===== config.mk =====
export PLATFORM = sky130hd
export DESIGN_NAME = machine_arbiter_flat
export DESIGN_NICKNAME = d
export VERILOG_FILES = /design/src/rtl/machine_pkg.sv /design/src/rtl/machine_arbiter_if.sv /design/src/rtl/rr_pick2.sv /design/src/rtl/machine_arbiter.sv /design/src/flat_wrapper.sv
export SDC_FILE = /design/constraint.sdc
export NUM_CORES = 1
export LEC_CHECK = 0
export CORE_ASPECT_RATIO = 0.7
export CORE_MARGIN = 2
export CORE_UTILIZATION = 47
export DETAILED_ROUTE_END_ITERATION = 7
export PLACE_DENSITY = 0.78
export SLEW_MARGIN = 40
export SYNTH_ARGS = -nofsm -noshare
export SYNTH_HDL_FRONTEND = slang
export SYNTH_SLANG_ARGS = --single-unit

===== constraint.sdc =====
create_clock -name clk -period 1.9 [get_ports clk]
set_input_delay 0.475 -clock clk [delete_from_list [all_inputs] [get_ports clk]]
set_output_delay 0.475 -clock clk [all_outputs]
set_load 0.1 [all_outputs]

===== src/rtl/machine_pkg.sv =====
// Shared definitions for the S/Y machine: regime codes, arbiter states and
// the latched operation descriptor.
package machine_pkg;

  localparam int unsigned TO_W  = 8;
  localparam int unsigned LEN_W = 4;

  typedef logic [1:0] regime_t;

  localparam regime_t R0 = 2'd0;
  localparam regime_t R1 = 2'd1;
  localparam regime_t R2 = 2'd2;
  localparam regime_t R3 = 2'd3;

  typedef enum logic [2:0] {
    IDLE,
    ISSUE,
    ENTER,
    RUN,
    FINISH
  } arb_state_t;

  // Operation captured from the winning requester at grant time.
  typedef struct packed {
    regime_t          mode;
    logic [LEN_W-1:0] len;
  } arb_op_t;

  function automatic logic [1:0] onehot2(input logic idx);
    return idx ? 2'b10 : 2'b01;
  endfunction

endpackage


===== src/rtl/machine_arbiter_if.sv =====
// Client and control-path signals of the machine arbiter.
interface machine_arbiter_if;
  import machine_pkg::*;

  logic             req0;
  logic             req1;
  regime_t          mode0;
  regime_t          mode1;
  logic [LEN_W-1:0] len0;
  logic [LEN_W-1:0] len1;
  logic             gnt0;
  logic             gnt1;
  logic             done0;
  logic             done1;
  logic             err;
  logic             busy;
  regime_t          on;
  logic             start;
  regime_t          regime;
  logic             active;

  modport slave (
    input  req0, req1, mode0, mode1, len0, len1, regime, active,
    output gnt0, gnt1, done0, done1, err, busy, on, start
  );

  modport master (
    output req0, req1, mode0, mode1, len0, len1, regime, active,
    input  gnt0, gnt1, done0, done1, err, busy, on, start
  );

endinterface


===== src/rtl/rr_pick2.sv =====
// Two-way round-robin pick: a tie goes to the requester not served last.
module rr_pick2 (
  input  logic req0,
  input  logic req1,
  input  logic last,
  output logic valid_c,
  output logic pick_c
);

  assign valid_c = req0 | req1;
  assign pick_c  = (req0 & req1) ? ~last : req1;

endmodule


===== src/rtl/machine_arbiter.sv =====
// Shares the S/Y machine between two clients: grants round-robin, drives the
// control path's on/start, and reports completion or timeout abort.
module machine_arbiter
  import machine_pkg::*;
#(
  parameter int unsigned TIMEOUT = 255
) (
  input logic              clk,
  input logic              rst,
  machine_arbiter_if.slave bus
);

  arb_state_t       state_q, state_d;
  arb_op_t          op_q, op_d;
  logic             owner_q, owner_d;
  logic             last_q, last_d;
  logic [LEN_W-1:0] hold_q, hold_d;
  logic [TO_W-1:0]  to_q, to_d;

  logic [1:0] gnt_q, gnt_d;
  logic [1:0] done_q, done_d;
  logic       err_q, err_d;
  regime_t    on_q, on_d;
  logic       start_q, start_d;
  logic       busy_q, busy_d;

  logic             pick_valid_c;
  logic             pick_c;
  arb_op_t          req_op_c;
  logic [LEN_W-1:0] eff_len_c;
  logic [TO_W-1:0]  to_inc_c;
  logic             to_hit_c;

  rr_pick2 u_pick (
    .req0    (bus.req0),
    .req1    (bus.req1),
    .last    (last_q),
    .valid_c (pick_valid_c),
    .pick_c  (pick_c)
  );

  assign req_op_c  = pick_c ? {bus.mode1, bus.len1} : {bus.mode0, bus.len0};
  assign eff_len_c = (op_q.len == '0) ? LEN_W'(1) : op_q.len;
  assign to_inc_c  = to_q + TO_W'(1);
  assign to_hit_c  = (to_inc_c == TO_W'(TIMEOUT));

  // Next state and next registered outputs.
  always_comb begin
    state_d = state_q;
    op_d    = op_q;
    owner_d = owner_q;
    last_d  = last_q;
    hold_d  = hold_q;
    to_d    = to_q;
    done_d  = '0;
    err_d   = 1'b0;
    on_d    = R0;
    start_d = 1'b0;

    unique case (state_q)
      IDLE: begin
        if (pick_valid_c) begin
          state_d = ISSUE;
          owner_d = pick_c;
          op_d    = req_op_c;
          on_d    = req_op_c.mode;
        end
      end

      ISSUE: begin
        to_d = '0;
        if (op_q.mode == R0) begin
          state_d = FINISH;
          done_d  = onehot2(owner_q);
        end else begin
          state_d = ENTER;
        end
      end

      ENTER: begin
        if (to_hit_c) begin
          state_d = FINISH;
          done_d  = onehot2(owner_q);
          err_d   = 1'b1;
        end else begin
          to_d = to_inc_c;
          if (bus.regime == op_q.mode) begin
            state_d = RUN;
            hold_d  = eff_len_c - LEN_W'(1);
            // Enumerate is launched only if it is not already running.
            start_d = (op_q.mode == R1) ? ~bus.active : (op_q.mode == R2);
          end
        end
      end

      RUN: begin
        if (to_hit_c) begin
          state_d = FINISH;
          done_d  = onehot2(owner_q);
          err_d   = 1'b1;
        end else begin
          to_d = to_inc_c;
          if (op_q.mode == R2 && hold_q != '0) begin
            start_d = 1'b1;
            hold_d  = hold_q - LEN_W'(1);
          end
          // R2 may only finish once its hold window has been fully issued.
          if (bus.regime == R0 && (op_q.mode != R2 || hold_q == '0)) begin
            state_d = FINISH;
            done_d  = onehot2(owner_q);
            start_d = 1'b0;
          end
        end
      end

      FINISH: begin
        last_d  = owner_q;
        state_d = IDLE;
      end

      default: state_d = IDLE;
    endcase

    busy_d = (state_d != IDLE);
    gnt_d  = busy_d ? onehot2(owner_d) : 2'b00;
  end

  always_ff @(posedge clk) begin
    if (rst) begin
      state_q <= IDLE;
      op_q    <= '0;
      owner_q <= 1'b0;
      last_q  <= 1'b1;
      hold_q  <= '0;
      to_q    <= '0;
      gnt_q   <= '0;
      done_q  <= '0;
      err_q   <= 1'b0;
      on_q    <= R0;
      start_q <= 1'b0;
      busy_q  <= 1'b0;
    end else begin
      state_q <= state_d;
      op_q    <= op_d;
      owner_q <= owner_d;
      last_q  <= last_d;
      hold_q  <= hold_d;
      to_q    <= to_d;
      gnt_q   <= gnt_d;
      done_q  <= done_d;
      err_q   <= err_d;
      on_q    <= on_d;
      start_q <= start_d;
      busy_q  <= busy_d;
    end
  end

  assign bus.gnt0  = gnt_q[0];
  assign bus.gnt1  = gnt_q[1];
  assign bus.done0 = done_q[0];
  assign bus.done1 = done_q[1];
  assign bus.err   = err_q;
  assign bus.on    = on_q;
  assign bus.start = start_q;
  assign bus.busy  = busy_q;

endmodule

===== src/flat_wrapper.sv =====
// flat-port wrapper written by rule: the top's interface ports become plain ports
module machine_arbiter_flat import machine_pkg::*;
#(
  parameter int unsigned TIMEOUT = 255
)
  (clk, rst, bus_req0, bus_req1, bus_mode0, bus_mode1, bus_len0, bus_len1, bus_regime, bus_active, bus_gnt0, bus_gnt1, bus_done0, bus_done1, bus_err, bus_busy, bus_on, bus_start);
  machine_arbiter_if bus_i ();
  input logic clk;
  input logic rst;
  input wire logic [$bits(bus_i.req0)-1:0] bus_req0;
  input wire logic [$bits(bus_i.req1)-1:0] bus_req1;
  input wire logic [$bits(bus_i.mode0)-1:0] bus_mode0;
  input wire logic [$bits(bus_i.mode1)-1:0] bus_mode1;
  input wire logic [$bits(bus_i.len0)-1:0] bus_len0;
  input wire logic [$bits(bus_i.len1)-1:0] bus_len1;
  input wire logic [$bits(bus_i.regime)-1:0] bus_regime;
  input wire logic [$bits(bus_i.active)-1:0] bus_active;
  output wire logic [$bits(bus_i.gnt0)-1:0] bus_gnt0;
  output wire logic [$bits(bus_i.gnt1)-1:0] bus_gnt1;
  output wire logic [$bits(bus_i.done0)-1:0] bus_done0;
  output wire logic [$bits(bus_i.done1)-1:0] bus_done1;
  output wire logic [$bits(bus_i.err)-1:0] bus_err;
  output wire logic [$bits(bus_i.busy)-1:0] bus_busy;
  output wire logic [$bits(bus_i.on)-1:0] bus_on;
  output wire logic [$bits(bus_i.start)-1:0] bus_start;
  assign bus_i.req0 = bus_req0;
  assign bus_i.req1 = bus_req1;
  assign bus_i.mode0 = bus_mode0;
  assign bus_i.mode1 = bus_mode1;
  assign bus_i.len0 = bus_len0;
  assign bus_i.len1 = bus_len1;
  assign bus_i.regime = bus_regime;
  assign bus_i.active = bus_active;
  assign bus_gnt0 = bus_i.gnt0;
  assign bus_gnt1 = bus_i.gnt1;
  assign bus_done0 = bus_i.done0;
  assign bus_done1 = bus_i.done1;
  assign bus_err = bus_i.err;
  assign bus_busy = bus_i.busy;
  assign bus_on = bus_i.on;
  assign bus_start = bus_i.start;
  machine_arbiter #(.TIMEOUT(TIMEOUT)) u_core (.clk(clk), .rst(rst), .bus(bus_i));
endmodule

==> results of run 1 <==
power by group through the flow:
| stage | combinational, mW | clock [mW] | sequential (mW) |
|---|---|---|---|
| floorplan | 0.394 | 0 | 1.01 |
| finish | 0.881 | 0.547 | 0.863 |
| global placement | 0.829 | 0 | 0.866 |
| detailed placement | 0.853 | 0 | 0.871 |
| CTS | 0.865 | 0.560 | 0.857 |
| global route | 0.951 | 0.592 | 0.874 |
stage by stage:
step | TNS [ps] | utilization | instances
6_report | -135 | 0.719 | 269
5_1_grt | -548 | 0.719 | 269
4_1_cts | -119 | 0.700 | 268
3_5_place_dp | -1850 | 0.668 | 260
3_3_place_gp | -1150 | 0.668 | 260
2_1_floorplan | -16.5 | - | 183
layout make-up:
cell class,instances,share of cell area
inverter,3,0.00491
tap,38,0.0207
sequential,32,0.284
timing repair buffer,48,0.236
clock buffer,8,0.0393
multi-input combinational,140,0.415
kinds of logic (layout without fill, tap and decap cells):
family                     Yosys count  count (layout)  share of synthesized area
DFF                                 32              32                      0.404
xor gates and xnor gates             4               4                     0.0221
muxes                                9               9                     0.0569
adders and majority gates            3               3                     0.0237
buffers and inverters               11              59                     0.0276
and+or+nand+nor                     81              81                      0.264
AOI/OAI and AO/OA                   43              43                      0.201
worst paths after layout:
check / depth (start not counted) / start / slack [ps] / end
min: 2 / u_core.to_q[7] / 500 / u_core.to_q[7]
max: 6 / u_core.to_q[0] / -70 / u_core.done_q[1]
max reg2reg: 6 / u_core.to_q[0] / -70 / u_core.done_q[1]
min reg2reg: 2 / u_core.to_q[7] / 500 / u_core.to_q[7]
worst min-delay path: cells and delay by family, from the launching register on:
kind	cells	cell delay (ps)
flops	1	330
simple gates	1	70
compound gates	1	50
registers in the layout (all words and copies together) (netlist names):
name and count:
u_core.to_q 8, u_core.op_q 6, u_core.hold_q 4, u_core.state_q 3, u_core.bus.on 2, u_core.done_q 2
u_core.gnt_q 2, u_core.bus.busy 1, u_core.bus.err 1, u_core.bus.start 1, u_core.last_q 1, u_core.owner_q 1
cell usage after synthesis (3+ instances only):
library cell	number
dfxtp_1	32
nor2_1	22
nor3_1	7
a211oi_1	10
ha_1	3
mux2i_1	9
inv_1	3
nand3_1	7
nand2_1	16
o21ai_0	8
clkbuf_1	6
nor2b_1	7
nor4_1	4
a21oi_1	8
layer usage:
metal / track usage / vias to the layer above / routed length, µm
met5: 0 / - / 0
met4: 0.136 / 0 / 81
met3: 0.0577 / 9 / 254
met2: 0.387 / 70 / 2090
met1: 0.295 / 743 / 1830
li1: - / 766 / -
timing repair:
item / 4_1_cts / 5_1_grt
gates cloned: 0 / 1
setup endpoints to repair: 7 / 14
pin swaps: 0 / 5
resized for setup: 5 / 13
==> impl_results.md, run 1 <==
- Period Utilization, post-route: 1.04
- Switching share of power: 0.381
- Routed wire per std cell: ~16 µm
- Via count: around 1600
- Crit-path max cell delay: approximately 420 ps
- Cell taking the most area after synthesis: dfxtp_1
- Buffers added on ports: 27
- Top FF cell, synth: dfxtp_1
- Failing checks: negative setup slack
- Initial Util: 0.496
- Commonest cells after routing, fill and taps aside: 27 x dfxtp_1, 22 x nor2_1, 18 x buf_4
- Post-synthesis cell count: 183
- Worst Path Class, Setup: reg -> reg
- Sequential fraction of design power: 0.377
- Crit-path slowest cell: a2111oi_4
- Bufs and invs on worst path: 0
- Critical Path AT: between 2000 and 2500 ps
- Cts hold-fix bufs: 0
- Mapped Area: 1580 µm²
- Synth area leaders: dfxtp_1 40%, mux2i_1 5.7%, nor2_1 5.2%
- WHS: roughly 500 ps
- Top Ports: 28
- Final setup viols: 2
- Ant diodes: 0
- H-tree depth: 2
- CP Data Required Time: 2140 ps
- Number of global-route vias before repair: 1545
- Area after DPL: 2130 µm²
- Fraction of registers with async set/reset: 0
- Die X: 73.4 µm
- Most common cell after layout, fill and taps aside: dfxtp_1
- WL final: around 4.3 mm
- Worst vdd ir: approximately 0.00075 V
- Fraction of layout cells with a size suffix above 1: 0.247
- Flops & latches, synth: 32
- Total power: around 2.3 mW
- Minimum setup slack in the final design: -71.1 ps
- Status: finished, violations left
- Die area: just under 4000 µm²
- Vias per inst: ~5.9
- Internal power: around 1.4 mW
- Seq/Total Area, Yosys: 0.404
- Core ar.: 3190 µm²
- Number of fillers in the final layout: 240
- Die height: about 53 µm
- Final GP Congestion: 0.900
- Cell row count: 17
- # DRC: 0
- Area Overhead vs Synth: 44.8%
- Design area: roughly 2300 µm²
- Multi-input logic area: between 900 and 1000 µm²
- RSZ-0062 raised after global routing: true
- Fmax: 507 MHz
- Post-synth top area share: 0.404
- Max-cap viol count: 0
- Critical-path cell list: nand3_4 > or3_4 > and2_4 > a2111o_1 > a2111oi_4 > and2_1
- Placement Setup Slack: -293 ps
- Net Sw Power: 0.873 mW
- Worst hold path class: reg -> reg
- CTS tree: built
- CP Capture Type: flip-flop
- Startpoint types: flip-flop
- Cell Pwr Density: roughly 1000 nW/µm²
- Initial antenna violation count: 0
- TritonCTS Buffers: 5
- Hold Vio Cnt, Final: 0
- Root Driver: clkbuf_8
- Distinct cells, synth: 47
- Storage element area: 652 µm²
- Setup bufs post-CTS: 0
- Actual slew at the worst max-slew pin: 404 ps
- Longest Clk Path Bufs: 2
- First-pass iteration count of the detailed router: 4
- Comb pwr share: 0.385
- Net count after synthesis: roughly 210
- Worst-Skew Late Latency: a little under 300 ps
- Min Tclk post-route: around 2000 ps
- GR Util All Layers: 0.240
- Number of enable flip-flop cells after synthesis: 0
- Clock share of power: 0.239
- Clock-pin slew on the worst setup and hold paths: approximately 60 ps
- Iteration-0 DRC Markers: 141
- Crit path max-delay family: compound AO/OA/AOI/OAI gates
- Avg Inst Size Synth: between 8 and 9 µm²
- Total grt overflow: 0
- Yosys warnings: 0
- Nets: between 200 and 300
- Largest net degree at the start of global routing: 22
- CTS Sinks: 32
- Relative slew slack: 0.728
- Worst Clk Skew: between 4 and 5 ps
- Antenna-violating nets left: 0
- Crit-path max FO: 5
- First-pass GRT wire length: about 6.8 mm
- Final slew viol count: 0
- Post-DP HPWL: approximately 3.1 mm
- Lkg Pwr: around 0.86 nW
No activity file was read; power rests on OpenSTA's default activity.
==> run 2, diff against run 1 <==
--- a/config.mk
+++ b/config.mk
@@ -5,11 +5,12 @@
 export SDC_FILE = /design/constraint.sdc
 export NUM_CORES = 1
 export LEC_CHECK = 0
+export ABC_AREA = 1
 export CORE_ASPECT_RATIO = 0.7
 export CORE_MARGIN = 2
-export CORE_UTILIZATION = 47
+export CORE_UTILIZATION = 46
 export DETAILED_ROUTE_END_ITERATION = 7
-export PLACE_DENSITY = 0.78
+export PLACE_DENSITY = 0.77
 export SLEW_MARGIN = 40
 export SYNTH_ARGS = -nofsm -noshare
 export SYNTH_HDL_FRONTEND = slang
==> impl_results.md, run 2 <==
- Status: complete, no violations
- WL final: roughly 3.6 mm
- Fin util: 0.688
- Worst Clk Skew: approximately 3.4 ps
- Post-route insts no fill: approximately 310
- Root Driver: clkbuf_8
- Crit-path max FO: 7
- Initial antenna violation count: 0
- Worst-Skew Late Latency: 290 ps
- Switching share of power: 0.374
- Relative slew slack: 0.724
- Worst r2r path cells: 11
- Top cells by count, synth: 42 x nand2_1, 33 x nor2_1, 32 x dfxtp_1
- Regs by FF count: u_core.to_q: 8 flops, u_core.op_q: 6 flops, u_core.hold_q: 4 flops
- Cell taking the most area after synthesis: dfxtp_1
- Final setup viols: 0
- Die X: about 74 µm
- Largest net degree at the start of global routing: 12
- CTS tree: built
- Final GP Congestion: between 0.9 and 1
- Count leader, synth: nand2_1
- Top FF cell, synth: dfxtp_1
- Seq/Total Area, Yosys: 0.406
- Routed wire per std cell: between 10 and 15 µm
- Total grt overflow: 0
- Design area: approximately 2200 µm²
- Die height: 53 µm
- Distinct cells, synth: 30
- Synth area leaders: dfxtp_1 41%, nand2_1 10%, nor2_1 7.9%
- Worst vdd ir: slightly below 0.0005 V
- Core ar.: 3210 µm²
- Net count after synthesis: around 240
- Hold path depth: 1
- Vias per inst: 4.83
- Area Overhead vs Synth: 40.0%
- Net Sw Power: 0.774 mW
- Placement Setup Slack: -20.1 ps
- CP Data Required Time: approximately 2100 ps
- Sequential fraction of design power: 0.408
- Min Tclk post-route: between 1500 and 2000 ps
- Fraction of layout cells with a size suffix above 1: 0.200
- Clock-pin slew on the worst setup and hold paths: approximately 70 ps
- Clock share of power: 0.252
- Final slew viol count: 0
- CTS Sinks: 32
- Max-cap viol count: 0
- Comb pwr share: 0.339
- Top Ports: 28
- Worst hold path class: reg -> reg
- Die area: 3920 µm²
- First-pass iteration count of the detailed router: 5
- Period Utilization, post-route: 0.918
- Iteration-0 DRC Markers: 97
- Hold Vio Cnt, Final: 0
- First-pass GRT wire length: ~6.3 mm
- Flops & latches, synth: 32
- Buffers added on ports: 27
- Nets: between 200 and 300
- Minimum setup slack in the final design: 157 ps
- WHS: 457 ps
- Avg Inst Size Synth: 7.20 µm²
- RSZ-0062 raised after global routing: false
- Mapped Area: approximately 1600 µm²
- TritonCTS Buffers: 5
- Commonest cells after routing, fill and taps aside: 42 x nand2_1, 31 x nor2_1, 29 x inv_1
- Biggest register: u_core.to_q
- Lkg Pwr: approximately 0.97 nW
- Yosys warnings: 0
- GR Util All Layers: 0.216
- Number of global-route vias before repair: between 1000 and 1500
- Area after DPL: about 2100 µm²
- CP Capture Type: flip-flop
- Post-synth top area share: 0.406
- Critical Path AT: 1950 ps
- Internal power: around 1.3 mW
- Number of enable flip-flop cells after synthesis: 0
- Worst Path Class, Setup: reg -> reg
- Initial Util: 0.491
- Ant diodes: 0
- Fraction of registers with async set/reset: 0
- Longest Clk Path Bufs: 2
- Cell row count: 17
- Startpoint types: flip-flop
- Largest register FFs: 8
- Total power: approximately 2.1 mW
- Final TNS setup: 0 ps
- # DRC: 0
- Post-synthesis cell count: 219
- Cell Pwr Density: 937 nW/µm²
- Most common cell after layout, fill and taps aside: nand2_1
- H-tree depth: 2
- Fmax: between 500 and 600 MHz
- Post-DP HPWL: roughly 2.7 mm
- Number of fillers in the final layout: around 280
- Via count: 1507
- Actual slew at the worst max-slew pin: slightly above 400 ps
- Antenna-violating nets left: 0
- Cells after DPL: 304
## run 2: changes by cell type in the layout (fill, tap and decap cells not counted), sizes merged, moves of 5 or more
cell | previous run | this run
o21ai | 9 | 17
inv | 3 | 32
a22oi | 2 | 7
nand3 | 8 | 13
nor3 | 7 | 1
buf | 29 | 21
nor2 | 22 | 36
mux2i | 9 | 4
o22ai | 0 | 5
a211oi | 11 | 0
nand2 | 16 | 46
nor2b | 7 | 0
## run 2: per-layer routing
layer  global-route usage  wire (µm)
met5                    0          0
met4                0.100         62
met3               0.0724        207
met2                0.326       1550
met1                0.278       1760
## run 2: what timing repair did
item,CTS,global route
hold buffers,0,0
resized for setup,0,16
setup endpoints to repair,0,18
buffers inserted,0,0
## run 2: logic make-up (layout without fill, tap and decap cells)
family          after synthesis  after routing  synth area share
simple gates                104            104             0.289
compound gates               37             37             0.144
buf+inv                      34             80            0.0817
flops                        32             32             0.406
mux                           5              5            0.0325
xor+xnor                      4              4            0.0222
fa+ha+maj                     3              3            0.0238
## run 2: critical path: stages, from the launching register on
cell and delay [ps]:
dfxtp_2 340, buf_4 160, inv_1 70, ha_1 140
inv_1 40, nor2_2 100, nand3_2 80, nor2_2 100
nand2_2 110, o21ai_4 190, nand2_2 150, a22oi_1 170
## run 2: power groups by stage
stage / logic (mW) / registers, mW / clock network [mW]
2_1_floorplan: 0.305 / 0.972 / 0
3_3_place_gp: 0.678 / 0.845 / 0
3_5_place_dp: 0.689 / 0.848 / 0
4_1_cts: 0.691 / 0.833 / 0.537
5_1_grt: 0.770 / 0.858 / 0.561
6_report: 0.702 / 0.845 / 0.522
## run 2: path summary, 6_finish.rpt
| kind | from | to | slack, ps |
|---|---|---|---|
| worst min register to register | u_core.owner_q | u_core.done_q[0] | 460 |
| worst min-delay path | u_core.owner_q | u_core.done_q[0] | 460 |
| worst max-delay path | u_core.to_q[0] | u_core.to_q[3] | 160 |
| worst max register to register | u_core.to_q[0] | u_core.to_q[3] | 160 |
## run 2: cell type report
class,count,area (µm²),share of cell area
Inverter,33,124,0.0561
Tap cell,47,58.8,0.0266
Clock buffer,5,68.8,0.0312
Clock inverter,3,18.8,0.00850
Sequential cell,32,646,0.292
Timing Repair Buffer,39,450,0.204
Multi-Input combinational cell,153,842,0.381
